$ cat src/rtl/counter_pkg.sv
// =============================================================================
// Module      : counter_pkg
// Description : Shared constants and sizing helper for the up/down counter.
// Revision    : 1.0 - initial release
// =============================================================================
`default_nettype none

package counter_pkg;

    localparam logic DIR_UP    = 1'b1;
    localparam logic DIR_DOWN  = 1'b0;
    localparam logic MODE_WRAP = 1'b0;
    localparam logic MODE_SAT  = 1'b1;

    // Number of bits needed to hold values 0..value-1.
    function automatic int clog2(input int value);
        int result;
        result = 0;
        while ((longint'(1) << result) < longint'(value)) begin
            result = result + 1;
        end
        return result;
    endfunction

endpackage

`default_nettype wire

$ cat src/rtl/param_updown_counter_tick_prescaler.sv
// =============================================================================
// Module      : tick_prescaler
// Description : Free-running divider; strobe is high on the last phase of DIV.
// Revision    : 1.0 - initial release
// =============================================================================
`default_nettype none

module tick_prescaler
    import counter_pkg::*;
#(
    parameter int DIV = 4
) (
    input  logic clk,
    input  logic rst,
    output logic strobe
);

    // DIV=1 keeps a single-bit phase pinned at 0, so strobe is constantly high.
    localparam int              PW     = (DIV > 1) ? clog2(DIV) : 1;
    localparam logic [PW-1:0]   C_LAST = PW'(DIV - 1);

    logic [PW-1:0] phase_q;
    logic [PW-1:0] phase_d;

    always_comb begin
        phase_d = (phase_q == C_LAST) ? '0 : phase_q + PW'(1);
    end

    always_ff @(posedge clk) begin
        if (!rst) begin
            phase_q <= '0;
        end else begin
            phase_q <= phase_d;
        end
    end

    assign strobe = (phase_q == C_LAST);

endmodule

`default_nettype wire

$ cat src/rtl/param_updown_counter.sv
// =============================================================================
// Module      : param_updown_counter
// Description : Up/down counter with wrap/saturate, clamped load and optional
//               internal prescaler (enabled by macro COUNTER_PRESCALE_EN).
// Revision    : 1.0 - initial release
// =============================================================================
`default_nettype none

module param_updown_counter
    import counter_pkg::*;
#(
    parameter int WIDTH    = 4,
    parameter int MAX      = 15,
    parameter int PRESCALE = 33554432
) (
    input  logic             clk,
    input  logic             rst,
    input  logic             en,
    input  logic             dir,
    input  logic             sat,
    input  logic             load,
    input  logic [WIDTH-1:0] load_val,
    output logic [WIDTH-1:0] count,
    output logic             tc,
    output logic             at_zero,
    output logic             at_max
);

    localparam logic [WIDTH-1:0] C_MAX = WIDTH'(MAX);

    generate
        if ((MAX < 0) || (longint'(MAX) > ((longint'(1) << WIDTH) - 1))) begin : g_bad_max
            $error("param_updown_counter: MAX out of range for WIDTH");
        end
        if (PRESCALE < 1) begin : g_bad_prescale
            $error("param_updown_counter: PRESCALE must be >= 1");
        end
    endgenerate

    logic             w_strobe;
    logic             w_step;
    logic [WIDTH-1:0] count_q;
    logic [WIDTH-1:0] count_d;
    logic             tc_q;
    logic             tc_d;

`ifdef COUNTER_PRESCALE_EN
    tick_prescaler #(
        .DIV (PRESCALE)
    ) u_prescaler (
        .clk    (clk),
        .rst    (rst),
        .strobe (w_strobe)
    );
`else
    assign w_strobe = 1'b1;
`endif

    assign w_step = en & w_strobe;

    // tc defaults low so it can only ever be a single-cycle wrap pulse.
    always_comb begin
        count_d = count_q;
        tc_d    = 1'b0;
        if (load) begin
            count_d = (load_val > C_MAX) ? C_MAX : load_val;
        end else if (w_step) begin
            case (dir)
                DIR_UP: begin
                    if (count_q != C_MAX) begin
                        count_d = count_q + WIDTH'(1);
                    end else if (sat == MODE_WRAP) begin
                        count_d = '0;
                        tc_d    = 1'b1;
                    end
                end
                DIR_DOWN: begin
                    if (count_q != '0) begin
                        count_d = count_q - WIDTH'(1);
                    end else if (sat == MODE_WRAP) begin
                        count_d = C_MAX;
                        tc_d    = 1'b1;
                    end
                end
                default: begin
                    count_d = count_q;
                end
            endcase
        end
    end

    always_ff @(posedge clk) begin
        if (!rst) begin
            count_q <= '0;
            tc_q    <= 1'b0;
        end else begin
            count_q <= count_d;
            tc_q    <= tc_d;
        end
    end

    assign count   = count_q;
    assign tc      = tc_q;
    assign at_zero = (count_q == '0);
    assign at_max  = (count_q == C_MAX);

endmodule

`default_nettype wire

$ cat config.mk
export PLATFORM = sky130hd
export DESIGN_NAME = param_updown_counter
export DESIGN_NICKNAME = d
export VERILOG_FILES = /design/src/rtl/counter_pkg.sv /design/src/rtl/param_updown_counter_tick_prescaler.sv /design/src/rtl/param_updown_counter.sv
export SDC_FILE = /design/constraint.sdc
export NUM_CORES = 1
export LEC_CHECK = 0
export ABC_AREA = 1
export CAP_MARGIN = 15
export CORE_AREA = 4 4 41 43
export DETAILED_ROUTE_END_ITERATION = 12
export DIE_AREA = 0 0 45 47
export PLACE_DENSITY = 0.74
export SLEW_MARGIN = 15
export SYNTH_ARGS = -nofsm -noshare
export SYNTH_HDL_FRONTEND = slang
export SYNTH_SLANG_ARGS = --single-unit
$ cat constraint.sdc
create_clock -name clk -period 1.6 [get_ports clk]
set_input_delay 0.32 -clock clk [delete_from_list [all_inputs] [get_ports clk]]
set_output_delay 0.32 -clock clk [all_outputs]
set_load 0.03 [all_outputs]
==> qor.txt, run 1 <==
Mapped Area - 474 um2
post-synthesis xor/xnor area fraction - 0.0369
mux share of post-synthesis cell area - 0
sequential fraction of the synthesis area - 0.211
critical path type - flip-flop to primary output
Finished Layout Cells - 110
Initial DRT Pass Iterations - 4
wire per inst - 10.8 um
initial antenna violation count - 0
Period Utilization, post-route - 0.982
die span in x - 45 um
Synth Area in Adders - 0.0528
Port Buffers - 16
largest family of logic cells by synthesized area - simple AND/OR/NAND/NOR gates
number of cell rows - 13
first-pass GRT wire length - 1740 um
Max Cap Viol - 0
FMAX - 636 MHz
total core area - 0.00130 mm2
Clk Latency, worst-skew pair - 250 ps
Synth Register Bits - 5
HP Class - flip-flop to flip-flop
worst vdd ir - 453 uV
most frequent cells in the layout - nand2_1 (14), clkdlybuf4s50_1 (11), buf_4 (10), nand3_1 (7)
total wire length - 1190 um
Final setup viols - 0
Via density - 5.00
Final Power - 551 uW
starting density of the core - 0.364
DP Worst Slack - 10.1 ps
hold violation total from the final report - 0
synthesized instance count - 70
Num CTS Buffers - 3
Worst-path clk slew - 50 ps
crit path DAT - 1250 ps
gp weighted congestion - 0.828
area growth from synthesis to layout - 55.4%
crit-path max FO - 4
compound-gate portion of the synthesized area - 0.113
Final nets - 108
placed cells - 103
Worst Setup Start Kind - flip-flop
initial DRC count - 17
Worst-Margin Slew - 400 ps
required time worst endpoint - 1280 ps
crit path cell chain - inv_4 > ha_4 > inv_2 > nor3_2 > buf_4
final worst slack - 28.5 ps
die height - 47 um
most common cell after layout, fill and taps aside - nand2_1
max-slew violations - 0
static leakage - 0.339 nW
critical path's largest stage delay - 360 ps
type of destination of the critical path - primary output
GR Util All Layers - 0.116
Root Driver - clkbuf_4
total global routing overflow - 0
Setup Skew - 4.34 ps
Power per Cell Area - 747 mW/mm2
CTS tree - built
Final Util - 0.566
Sink Count - 5
layout cells sized above 1 - 0.347
worst-case clock buffer depth - 2
Max transition margin - 0.733
largest net degree at the start of global routing - 10
IO Pins - 17
antenna-violating nets left - 0
Via Count - 550
Yosys cell types - 25
H-tree depth - 1
DRC viols - 0
Ys Warns - 0
vias in the first global route - 456
ant diodes - 0
crit path time final - 1570 ps
RSZ-0062 raised after global routing - true
Avg Cell Area, Syn - 6.77 um2
post-synth net total - 82
status - complete, no violations
Post-Synth Simple-Gate Area - 0.425
post-DP HPWL - 898 um
Setup Total Neg Slack - 0 ps
Die ar. - 0.00212 mm2
critical path's slowest cell - dfxtp_4
Hold Buf Count CTS - 0
## worst paths after layout
path                 start  endpoint  slack, ps  cells past startpoint
setup reg to reg  count[0]  count[2]        230                      9
setup / recovery  count[0]   at_zero         30                      5
hold / removal    count[0]  count[0]        620                      3
hold reg to reg   count[0]  count[0]        620                      3
## registers in the layout (all words and copies together), names as in the netlist
register,flops
tc,1
count,4
## per-stage QoR
| stage | hold slack (ps) | instance area [um2] |
|---|---|---|
| finish | 623 | 737 |
| global route | 647 | 737 |
| CTS | 523 | 689 |
| detailed placement | 582 | 658 |
| global placement | 580 | 658 |
| floorplan | 442 | 479 |
## layout make-up
| class | instances | area, um2 |
|---|---|---|
| Tap cell | 15 | 18.8 |
| Sequential cell | 5 | 108 |
| Timing Repair Buffer | 24 | 214 |
| Inverter | 11 | 51.3 |
| Fill cell | 130 | 564 |
| Clock inverter | 1 | 5.00 |
| Clock buffer | 3 | 22.5 |
| Multi-Input combinational cell | 51 | 318 |
## layer usage
layer,global-route usage,vias to the layer above,routed length (um)
met4,0.0526,0,0
met1,0.127,249,483
met3,0.0498,0,100
met2,0.195,24,608
met5,0,-,0
li1,-,277,-
## power by group
group,internal (mW),switching (mW),leakage (nW)
registers,0.137,0.0188,0.0425
logic,0.113,0.130,0.278
clock network,0.0910,0.0615,0.0177
## synthesized netlist by cell type
library cell   n  area, um2
o21ai_1        3       15.0
nor2_4         1       11.3
nand4_2        1       12.5
a21oi_2        1       8.76
nand3_1        7       35.0
nor2_1         5       18.8
clkinv_1       1       3.75
nor3_1         2       10.0
nand4_1        2       12.5
nand2_1       14       52.6
nand3_4        1       17.5
inv_1          8       30.0
a21oi_1        3       15.0
inv_6          1       8.76
xor2_1         2       17.5
dfxtp_1        5        100
inv_2          1       3.75
nand2_2        1       6.26
nor2_2         1       6.26
nand3_2        1       10.0
buf_6          2       22.5
or2_4          1       8.76
ha_1           2       25.0
o21ai_0        3       15.0
buf_4          1       7.51
## critical path, delay by kind of cell, from the launching register on
kind          cells  cell delay, ps
fa+ha+maj         1             150
buf+inv           3             300
flops             1             360
simple gates      1             190
## logic make-up after synthesis
group	after synthesis
adders and majority gates	2
and+or+nand+nor	37
DFF	5
xor gates and xnor gates	2
AOI/OAI and AO/OA	10
buffers and inverters	14
## repair_timing
action | CTS | global route
gates resized for setup | 7 | 8
pin swaps | 0 | 1
setup buffers | 0 | 3
setup endpoints to repair | 4 | 2
(Power assumes the default switching activity.)
==> run 2: changes to the inputs <==
--- a/config.mk
+++ b/config.mk
@@ -7,9 +7,10 @@
 export LEC_CHECK = 0
 export ABC_AREA = 1
 export CAP_MARGIN = 15
-export CORE_AREA = 4 4 41 43
+export CORE_AREA = 2 2 39 41
+export CTS_CLUSTER_SIZE = 14
 export DETAILED_ROUTE_END_ITERATION = 12
-export DIE_AREA = 0 0 45 47
+export DIE_AREA = 0 0 41 43
 export PLACE_DENSITY = 0.74
 export SLEW_MARGIN = 15
 export SYNTH_ARGS = -nofsm -noshare
==> run 2 against run 1 <==
Against the previous run:
- critical endpoint unchanged
- non-clock buffer count shrank 3
- global-route usage is 3.0 points higher
- highest routed layer is now met4
- maximum frequency is 0.73% lower
- utilization fell by 5.2 points
- worst setup slack worse by 12 ps
- critical path type unchanged
==> qor.txt, run 2 (synthesized netlist as in run 1, its figures left out) <==
DRC viols - 0 (unchanged)
ant diodes - 0 (unchanged)
antenna-violating nets left - 0 (unchanged)
WHS Path Cells - 2 (was 3)
starting density of the core - 0.343 (was 0.364)
worst hold slack - 538 ps (was 623 ps)
Root Driver - clkbuf_4 (unchanged)
crit path from - count[0] (unchanged)
critical path type - flip-flop to primary output (unchanged)
HP Class - flip-flop to flip-flop (unchanged)
Finished Layout Cells - 108 (was 110)
crit path time final - 1580 ps (was 1570 ps)
type of destination of the critical path - primary output (unchanged)
total core area - 0.00138 mm2 (was 0.00130 mm2)
placed cells - 102 (was 103)
worst vdd ir - 398 uV (was 453 uV)
GR Util All Layers - 0.146 (was 0.116)
area growth from synthesis to layout - 50.1% (was 55.4%)
Final setup viols - 0 (unchanged)
DP Worst Slack - 2.98 ps (was 10.1 ps)
hold endpoint - count[0] (unchanged)
FMAX - 632 MHz (was 636 MHz)
most frequent cells in the layout - nand2_1 (14), clkdlybuf4s50_1 (11), buf_4 (8), nand3_1 (7) (was nand2_1 (14), clkdlybuf4s50_1 (11), buf_4 (10), nand3_1 (7))
largest net degree at the start of global routing - 10 (unchanged)
Initial DRT Pass Iterations - 4 (unchanged)
IO Pins - 17 (unchanged)
vias in the first global route - 440 (was 456)
die span in x - 41 um (was 45 um)
Via Count - 516 (was 550)
Clk Latency, worst-skew pair - 240 ps (was 250 ps)
R2R Setup Slk - 240 ps (was 230 ps)
Max transition margin - 0.695 (was 0.733)
most common cell after layout, fill and taps aside - nand2_1 (unchanged)
CTS tree - built (unchanged)
Port Buffers - 16 (unchanged)
hold_sp - count[0] (unchanged)
Final nets - 105 (was 108)
Num CTS Buffers - 3 (unchanged)
Worst-path clk slew - 50 ps (about the same)
post-DP HPWL - 812 um (was 898 um)
initial DRC count - 17 (unchanged)
Largest register FFs - 4 (unchanged)
Max Cap Viol - 0 (unchanged)
final worst slack - 17.0 ps (was 28.5 ps)
end of the worst register-to-register path - count[1] (was count[2])
Via density - 4.78 (was 5.00)
Die ar. - 0.00176 mm2 (was 0.00212 mm2)
hold violation total from the final report - 0 (unchanged)
Worst-Margin Slew - 457 ps (was 400 ps)
Sink Count - 5 (unchanged)
Worst Setup Start Kind - flip-flop (unchanged)
status - complete, no violations (unchanged)
total wire length - 1140 um (was 1190 um)
Period Utilization, post-route - 0.989 (was 0.982)
design area - 712 um2 (was 737 um2)
total global routing overflow - 0 (unchanged)
required time worst endpoint - 1280 ps (about the same)
wire per inst - 10.6 um (was 10.8 um)
reg-to-reg startpoint - count[2] (was count[0])
crit path DAT - 1260 ps (was 1250 ps)
Final Util - 0.514 (was 0.566)
static leakage - 0.324 nW (was 0.339 nW)
number of cell rows - 14 (was 13)
die height - 43 um (was 47 um)
layout cells sized above 1 - 0.304 (was 0.347)
Setup Skew - 3.38 ps (was 4.34 ps)
crit-path max FO - 5 (was 4)
dpl cell area - 644 um2 (was 658 um2)
initial antenna violation count - 0 (unchanged)
max-slew violations - 0 (unchanged)
first-pass GRT wire length - 1750 um (was 1740 um)
worst-case clock buffer depth - 2 (unchanged)
gp weighted congestion - 0.800 (was 0.828)
H-tree depth - 1 (unchanged)
r2r worst-path depth - 6 (was 9)
Power per Cell Area - 757 mW/mm2 (was 747 mW/mm2)
run 2: changes by cell type in the layout (fill, tap and decap cells not counted), sizes merged:
cell    delta
clkbuf     +1
clkinv     -1
buf        -3
run 2: layer usage:
metal  wire [um]  vias to the layer above  track usage  share of wire
met5           0                        -            0              0
met4          43                        0       0.0600          0.038
met3          49                        4       0.0471          0.043
met2         549                       17        0.209           0.48
met1         498                      224        0.194           0.44
li1            -                      271            -              -
run 2: repair_timing:
item                       in CTS  in global routing
pin swaps                       0                  2
gates resized for setup         6                  7
hold buffers                    0                  0
buffers inserted                0                  2
setup endpoints to repair       3                  1
run 2: worst max-delay path, cell delays in order, from the launching register on:
cell	delay, ps
dfxtp_4	360
inv_4	80
ha_4	140
inv_2	50
nor3_4	200
buf_4	190
run 2: worst max path at each step:
stage,endpoint,slack (ps)
2_1_floorplan,tc,10
3_3_place_gp,count[2],30
3_5_place_dp,count[1],3
4_1_cts,at_zero,5
5_1_grt,at_zero,-30
6_report,at_zero,20
run 2: where the power goes:
part / switching [mW] / total, mW / internal [mW] / leakage [nW]
clock: 0.0524 / 0.147 / 0.0943 / 0.0150
sequential: 0.0219 / 0.159 / 0.137 / 0.0422
combinational: 0.128 / 0.233 / 0.105 / 0.267
total: 0.202 / 0.539 / 0.337 / 0.324
run 2: final cells by class:
class / instances / area, um2
tap: 16 / 20.0
timing repair buffer: 21 / 188
inverter: 11 / 51.3
sequential: 5 / 105
fill: 127 / 672
multi-input combinational: 51 / 322
clock buffer: 4 / 26.3
run 2: stage by stage:
step | setup TNS [ps] | power, mW
detailed placement | 0 | 0.365
floorplan | 0 | 0.298
global route | -30.4 | 0.574
finish | 0 | 0.539
CTS | 0 | 0.513
global placement | 0 | 0.364
